$ cat src/rtl/painel_nivel2.sv
// painel_nivel2: front-panel controller for the level-2 microwave timer.
// Scans the digit pad and the start/stop buttons, turns accepted presses into
// BCD load strobes for the timer and runs the cook/pause/done state machine.
module painel_nivel2 #(
  parameter int DEBOUNCE_CYCLES = 4,
  parameter int BEEP_CYCLES     = 8
) (
  input  logic       CLK,
  input  logic       clearn,
  input  logic [9:0] keys,
  input  logic       startn,
  input  logic       stopn,
  input  logic       door_closed,
  input  logic       timer_done,
  output logic [3:0] data,
  output logic       loadn,
  output logic       enable,
  output logic       timer_clearn,
  output logic       mag_on,
  output logic       beep
);

  localparam int CW = $clog2(DEBOUNCE_CYCLES + 1);
  localparam int BW = (BEEP_CYCLES > 1) ? $clog2(BEEP_CYCLES) : 1;
  localparam logic [CW-1:0] DB_MAX = CW'(DEBOUNCE_CYCLES);

  localparam logic [1:0] ST_IDLE  = 2'd0;
  localparam logic [1:0] ST_COOK  = 2'd1;
  localparam logic [1:0] ST_PAUSE = 2'd2;
  localparam logic [1:0] ST_DONE  = 2'd3;

  // Bit 11 = stop, bit 10 = start, bits 9:0 = digit keys, all active-high.
  logic [11:0] raw_in;
  logic [11:0] sync1, sync2, held;
  logic        door_s1, door_s2, done_s1, done_s2;
  logic [CW-1:0] press_cnt, rel_cnt;
  logic        locked;
  logic        any_active, accept;
  logic        evt_stop, evt_start, evt_digit;
  logic [3:0]  key_val;

  logic [1:0]  state;
  logic [1:0]  digit_cnt;
  logic [BW-1:0] beep_cnt;

  assign raw_in = {~stopn, ~startn, keys};

  // Two-flop synchronisers for every asynchronous input.
  always_ff @(posedge CLK or negedge clearn) begin
    if (!clearn) begin
      sync1   <= '0;
      sync2   <= '0;
      door_s1 <= 1'b0;
      door_s2 <= 1'b0;
      done_s1 <= 1'b0;
      done_s2 <= 1'b0;
    end else begin
      sync1   <= raw_in;
      sync2   <= sync1;
      door_s1 <= door_closed;
      door_s2 <= door_s1;
      done_s1 <= timer_done;
      done_s2 <= done_s1;
    end
  end

  assign any_active = |sync2;
  assign accept     = (press_cnt == DB_MAX) && !locked;

  // Debounce: count how long the same button pattern has been stable, and
  // hold off new events until everything has been released long enough.
  always_ff @(posedge CLK or negedge clearn) begin
    if (!clearn) begin
      held      <= '0;
      press_cnt <= '0;
      rel_cnt   <= '0;
      locked    <= 1'b0;
    end else begin
      held <= sync2;
      if (!any_active)
        press_cnt <= '0;
      else if (sync2 != held)
        press_cnt <= CW'(1);
      else if (press_cnt != DB_MAX)
        press_cnt <= press_cnt + CW'(1);

      if (any_active)
        rel_cnt <= '0;
      else if (rel_cnt != DB_MAX)
        rel_cnt <= rel_cnt + CW'(1);

      if (accept)
        locked <= 1'b1;
      else if (rel_cnt == DB_MAX)
        locked <= 1'b0;
    end
  end

  // Stop beats start, and either one masks any digit pressed with it.
  assign evt_stop  = accept &  held[11];
  assign evt_start = accept & ~held[11] &  held[10];
  assign evt_digit = accept & ~held[11] & ~held[10] & (|held[9:0]);

  // Lowest-numbered pressed digit wins.
  always_comb begin
    key_val = 4'd0;
    for (int i = 9; i >= 0; i--) begin
      if (held[i]) key_val = 4'(i);
    end
  end

  // Cooking state machine; strobes default high and drop for one cycle.
  always_ff @(posedge CLK or negedge clearn) begin
    if (!clearn) begin
      state        <= ST_IDLE;
      digit_cnt    <= 2'd0;
      data         <= 4'd0;
      loadn        <= 1'b1;
      timer_clearn <= 1'b1;
      beep_cnt     <= '0;
    end else begin
      loadn        <= 1'b1;
      timer_clearn <= 1'b1;
      case (state)
        ST_IDLE: begin
          if (evt_digit) begin
            if (digit_cnt != 2'd3) begin
              data      <= key_val;
              loadn     <= 1'b0;
              digit_cnt <= digit_cnt + 2'd1;
            end
          end else if (evt_start) begin
            if (door_s2 && !done_s2) state <= ST_COOK;
          end else if (evt_stop) begin
            timer_clearn <= 1'b0;
            digit_cnt    <= 2'd0;
          end
        end
        ST_COOK: begin
          if (done_s2) begin
            state    <= ST_DONE;
            beep_cnt <= BW'(BEEP_CYCLES - 1);
          end else if (!door_s2 || evt_stop) begin
            state <= ST_PAUSE;
          end
        end
        ST_PAUSE: begin
          if (evt_start && door_s2) begin
            state <= ST_COOK;
          end else if (evt_stop) begin
            timer_clearn <= 1'b0;
            digit_cnt    <= 2'd0;
            state        <= ST_IDLE;
          end
        end
        ST_DONE: begin
          if (accept || beep_cnt == '0) begin
            state     <= ST_IDLE;
            digit_cnt <= 2'd0;
          end else begin
            beep_cnt <= beep_cnt - BW'(1);
          end
        end
        default: state <= ST_IDLE;
      endcase
    end
  end

  assign enable = (state == ST_COOK);
  assign mag_on = (state == ST_COOK);
  assign beep   = (state == ST_DONE);

endmodule
$ cat config.mk
export PLATFORM = sky130hd
export DESIGN_NAME = painel_nivel2
export DESIGN_NICKNAME = d
export VERILOG_FILES = /design/src/rtl/painel_nivel2.sv
export SDC_FILE = /design/constraint.sdc
export NUM_CORES = 1
export LEC_CHECK = 0
export ABC_CLOCK_PERIOD_IN_PS = 3100
export BUFFER_PORTS_ARGS = -buffer_cell sky130_fd_sc_hd__buf_4
export CELL_PAD_IN_SITES_DETAIL_PLACEMENT = 1
export CELL_PAD_IN_SITES_GLOBAL_PLACEMENT = 2
export CORE_ASPECT_RATIO = 0.9
export CORE_UTILIZATION = 30
export CTS_BUF_LIST = sky130_fd_sc_hd__clkbuf_4 sky130_fd_sc_hd__clkbuf_8
export DETAILED_ROUTE_END_ITERATION = 7
export HOLD_SLACK_MARGIN = 0.02
export PLACE_DENSITY_LB_ADDON = 0.1
export SLEW_MARGIN = 20
export SYNTH_ARGS = -nofsm -noshare
export SYNTH_HDL_FRONTEND = slang
export SYNTH_SLANG_ARGS = --single-unit
$ cat constraint.sdc
create_clock -name CLK -period 3.1 [get_ports CLK]
set_input_delay 0.62 -clock CLK [delete_from_list [all_inputs] [get_ports CLK]]
set_output_delay 0.62 -clock CLK [all_outputs]
set_load 0.01 [all_outputs]
## Yosys cells after proc, flatten, opt, wreduce, memory -nomap -nowiden

Index checks and enable logic that the tools add are counted.

| storage, ports and cells | value |
|---|---|
| register bits | 60 |
| output and inout bits | 9 |
| word-level logic and storage cells | 113 |

| cells by class | value |
|---|---|
| $add $sub $neg | 4 |
| eq/ne operators | 21 |
| muxes and demuxes | 43 |
| bitwise operators | 9 |
| reduce and logical (&&, ||, !) cells | 20 |

Operator list:

| operator | number |
|---|---|
| 2-to-1 mux 4 bit | 10 |
| 2-to-1 mux 2 bit | 13 |
| 2-to-1 mux 3 bit | 7 |
| != test 3 bit, second input constant | 5 |
| != test 12 bit | 1 |
| != test 2 bit, second input constant | 6 |
| OR reduction 12 bit | 1 |
| OR reduction 10 bit | 1 |
| 2-to-1 mux 1 bit | 9 |
| one-hot mux 2 bit (4 select lines) | 1 |
| adder 3 x 1 -> 3 bit, second input constant | 2 |
| == test 3 bit, second input constant | 2 |
| != test 3 x 1 -> 1 bit, second input constant | 2 |
| one-hot mux 2 bit (3 select lines) | 1 |
| one-hot mux 3 bit (2 select lines) | 1 |
| AND reduction 3 bit | 2 |
| AND reduction 6 bit | 1 |
| nonzero test 2 bit | 3 |
| AND 1 bit | 5 |
| AND reduction 5 bit | 1 |
| == test 2 bit, second input constant | 2 |
| != test 2 x 1 -> 1 bit, second input constant | 2 |
| NOT 1 bit | 4 |
| logical AND 1 bit | 3 |
| 9 further kinds | 12 |

## Logic depth before layout (Yosys ltp)

| depth | value |
|---|---|
| depth after elaboration | 10 |
| depth in mapped cells | 8 |
| gate-level depth less buffers | 7 |

## Least setup slack after synthesis

OpenSTA, ideal clock, no wires.

| timing | value |
|---|---|
| kind | reg-to-reg |
| start | register press_cnt[0] |
| end | register data[0] |
| library setup time | 0.125 ns |
| arrival | 2.156 ns |
| required time | 2.975 ns |
| setup slack | 0.820 ns |
| stages on the path, launching flop included | 9 |
| buffers on the path | 1 |
| cells stage by stage | dfrtp_1 inv_1 ha_1 and3b_1 buf_2 or4b_1 or2_4 nor3_4 mux2_2 |

| on the way | value |
|---|---|
| word-level cells in the longest chain between the ends | 6 |

Ends and longest elaborated chain:

| what | RTL line | source |
|---|---|---|
| from (decl) | 36 | `logic [CW-1:0] press_cnt, rel_cnt;` |
| from (signal assigned) | 85 | `press_cnt <= press_cnt + CW'(1);` |
| == test 3 bit | 68 | `assign accept = (press_cnt == DB_MAX) && !locked;` |
| logical AND 1 bit | 68 |  |
| AND 1 bit (3 in a row) | 102 | `assign evt_digit = accept & ~held[11] & ~held[10] & (\|held[9:0]);` |
| AND reduction 3 bit (no line) | -- |  |
| to (signal assigned) | 128 | `data <= key_val;` |
| to (decl) | 15 | `output logic [3:0] data,` |

No other way between the ends.
A chain may end at the register's enable or synchronous reset.

## Final worst setup path

| timing | value |
|---|---|
| start | register press_cnt[0] |
| end | register data[1] |

The elaborated chain is that of the path after synthesis.

==> results.toml <==
[power_and_ir_drop]
leakage_nw = 1.291
peakVddDrop_uv = 242.8
p_per_area_mw_per_mm2 = 585.6

[layout]
stdcell_area_mm2 = 0.002854
nets = 247
mostFrequentLayoutCells = "58 x dfrtp_1, 25 x buf_4, 14 x inv_1, 14 x xnor2_1, 13 x a21oi_1"
final_common_cell = "dfrtp_1"
num-fill-cells = 819
drive_above_1_share = 0.2183
diodes = 0
finalNonFillerCells = 325
post-route-util = 0.3783
syn2layout_area_growth_pct = 22.11

[worst_setup_path]
setup.worst_path.end_class = "register"
crit_required_ns = 3.32
timing.rr.start = "press_cnt[0]"
critical_path_class = "reg2reg"
crit_family = "simple AND/OR/NAND/NOR gates"
crit_path_max_incr_delay_ns = 0.48
cpMaxStageDelayCell = "or4b_1"
reg2reg_depth = 7
path_buf_inv = 1
worstPathMaxFanout = 5
r2r-end = "data[1]"
start_kind = "register"
arrival_ns = 2.66
crit_chain = "inv_1, ha_1, and3b_1, or4b_1, or2_4, nor3_4, mux2_2"
reg2reg_slack_ns = 0.66

[placed_design]
place_inst = 309
dpl_cell_area_mm2 = 0.002629
place_hpwl_um = 3315
routabilityCongestion = 0.7056
port_buffers = 24

[floorplan]
core_mm2 = 0.007545
dieArea_mm2 = 0.008148
die_h_um = 85.74
initial_core_util = 0.3098
die_w_um = 95.04
rows = 30
ios = 25

[drt]
drc = 0
routedWlPerCell_um = 13.94
drtIter0Drc = 35
routed_wl_um = 4529
vias = 1475
via_per_inst = 4.538
first_pass_iters = 4
postRouteAntennaNets = 0

[synthesis]
syn-num-nets = 214
synth_area_mm2 = 0.002337
ys_warn_count = 0
synth_edf_count = 0
seq_area_frac_synth = 0.6435
synth_cells = 191
syn_avg_cell_area_um2 = 12.24
ys_ff_latch = 60
async_flop_share = 1.000
synth_flop_cell = "dfrtp_1"
yosys.cell_types.count = 38

[clock_tree]
insertion_delay_ns = 0.33
cts_tree = "yes"
ctsRootBufferMaster = "clkbuf_8"
clk_pin_slew_worst_paths_ns = 0.07
ctsResizeCount = 0
numCtsBuffers = 9
htree_levels = 3
clockBufferDepth = 2
cts.sinks = 60
post-cts-setup-buffers = 0
ctsHoldBuffers = 0

[sta]
max_freq_mhz = 410.5
finalMaxSlewViolations = 0
worstMarginPinSlew_ns = 0.7566
hold_viol = 0
fin_crit_ns = 2.436
relSlewSlack = 0.4956
finalSetupViolations = 0
setup-tns-final_ns = 0
grt_setup_unrepaired = "false"
post-route-period-util = 0.7858
skew_ns = 0.007490

[global_route]
grt-ovfl-total = 0
grt_pass1_vias = 1600
grt_pass1_wl_um = 7721
track_usage = 0.1306
antenna_found_initial = 0
grt_max_degree = 61

[status]
outcome = "finished, final reports clean"

[run]
maxCapViolCount = 0

[worst_hold_path]
hp-class = "in2async"
## how the worst max path moves through the flow
stage	startpoint	cells past startpoint	slack (ns)	end
after CTS	press_cnt[0]	7	0.63	data[1]
after floorplan	press_cnt[0]	8	0.82	data[0]
final	press_cnt[0]	7	0.66	data[1]
after global routing	press_cnt[0]	7	0.53	data[1]
after detailed placement	press_cnt[0]	7	0.63	data[1]
after global placement	press_cnt[0]	7	0.76	data[3]
## stage by stage
step	power (mW)	hold slack, ns	setup slack (ns)
2_1_floorplan	0.8629	0.3244	0.8197
3_3_place_gp	0.9001	0.3313	0.7571
3_5_place_dp	0.9042	0.3363	0.6337
4_1_cts	1.706	0.3522	0.6337
5_1_grt	1.753	0.3560	0.5342
6_report	1.671	0.3467	0.6640
## cells by family after synthesis
group                      Yosys count  synth area share
and+or+nand+nor                     62            0.1472
AOI/OAI and AO/OA                   26           0.06692
adders and majority gates            7           0.03747
buffers and inverters               17           0.02944
muxes                                4           0.01927
DFF                                 60            0.6435
xor gates and xnor gates            15           0.05621
## flip-flops by register name (all words and copies together) (netlist names)
name          count
sync1            12
timer_clearn      1
beep_cnt          3
held             12
data              4
door_s1           1
loadn             1
press_cnt         3
rel_cnt           3
state             2
locked            1
digit_cnt         2
done_s2           1
sync2            12
done_s1           1
door_s2           1
## Yosys cell counts, types with 2 or more instances
cell type	instances	area share
nand2_1	11	0.018
o21bai_1	2	0.0064
a21o_1	3	0.0096
mux2_2	4	0.019
nand3_1	3	0.0064
xnor2_1	14	0.052
nor3b_1	2	0.0064
nor2_1	11	0.018
nor2b_1	2	0.0054
ha_1	7	0.037
o21ai_0	3	0.0064
nor4_1	4	0.011
nand2b_1	5	0.013
nand4_1	3	0.0080
dfstp_2	2	0.022
dfrtp_1	58	0.62
inv_1	14	0.022
a21oi_1	13	0.028
nor3_1	11	0.024
## power by group
part / internal (mW) / total (mW) / switching (mW) / leakage (nW)
clock network: 0.491 / 0.784 / 0.293 / 0.113
registers: 0.810 / 0.832 / 0.0222 / 0.734
logic: 0.0281 / 0.0547 / 0.0265 / 0.444
## per-layer routing
metal	part of all wire	vias up	GRT usage	routed length, µm
met3	0.039	7	0.04787	177
met1	0.43	728	0.1492	1941
met2	0.51	28	0.2145	2327
li1	-	712	-	-
met5	0	-	0	0
met4	0.019	0	0.06612	84
## final cells by class
cell class	count	area, µm²	share of cell area
Inverter	14	52.55	0.01841
Multi-Input combinational cell	114	764.5	0.2679
Sequential cell	60	1504	0.5270
Timing Repair Buffer	25	187.7	0.06576
Clock inverter	4	72.57	0.02543
Clock buffer	12	152.6	0.05349
Tap cell	96	120.1	0.04209
## worst reg2reg max path, delay by kind of cell (launching register included)
| family | cells | cell delay [ns] |
|---|---|---|
| and+or+nand+nor | 4 | 1.24 |
| DFF | 1 | 0.41 |
| muxes | 1 | 0.38 |
| adders and majority gates | 1 | 0.22 |
| buffers and inverters | 1 | 0.08 |
Note: power is estimated with default switching activity, not from simulation.
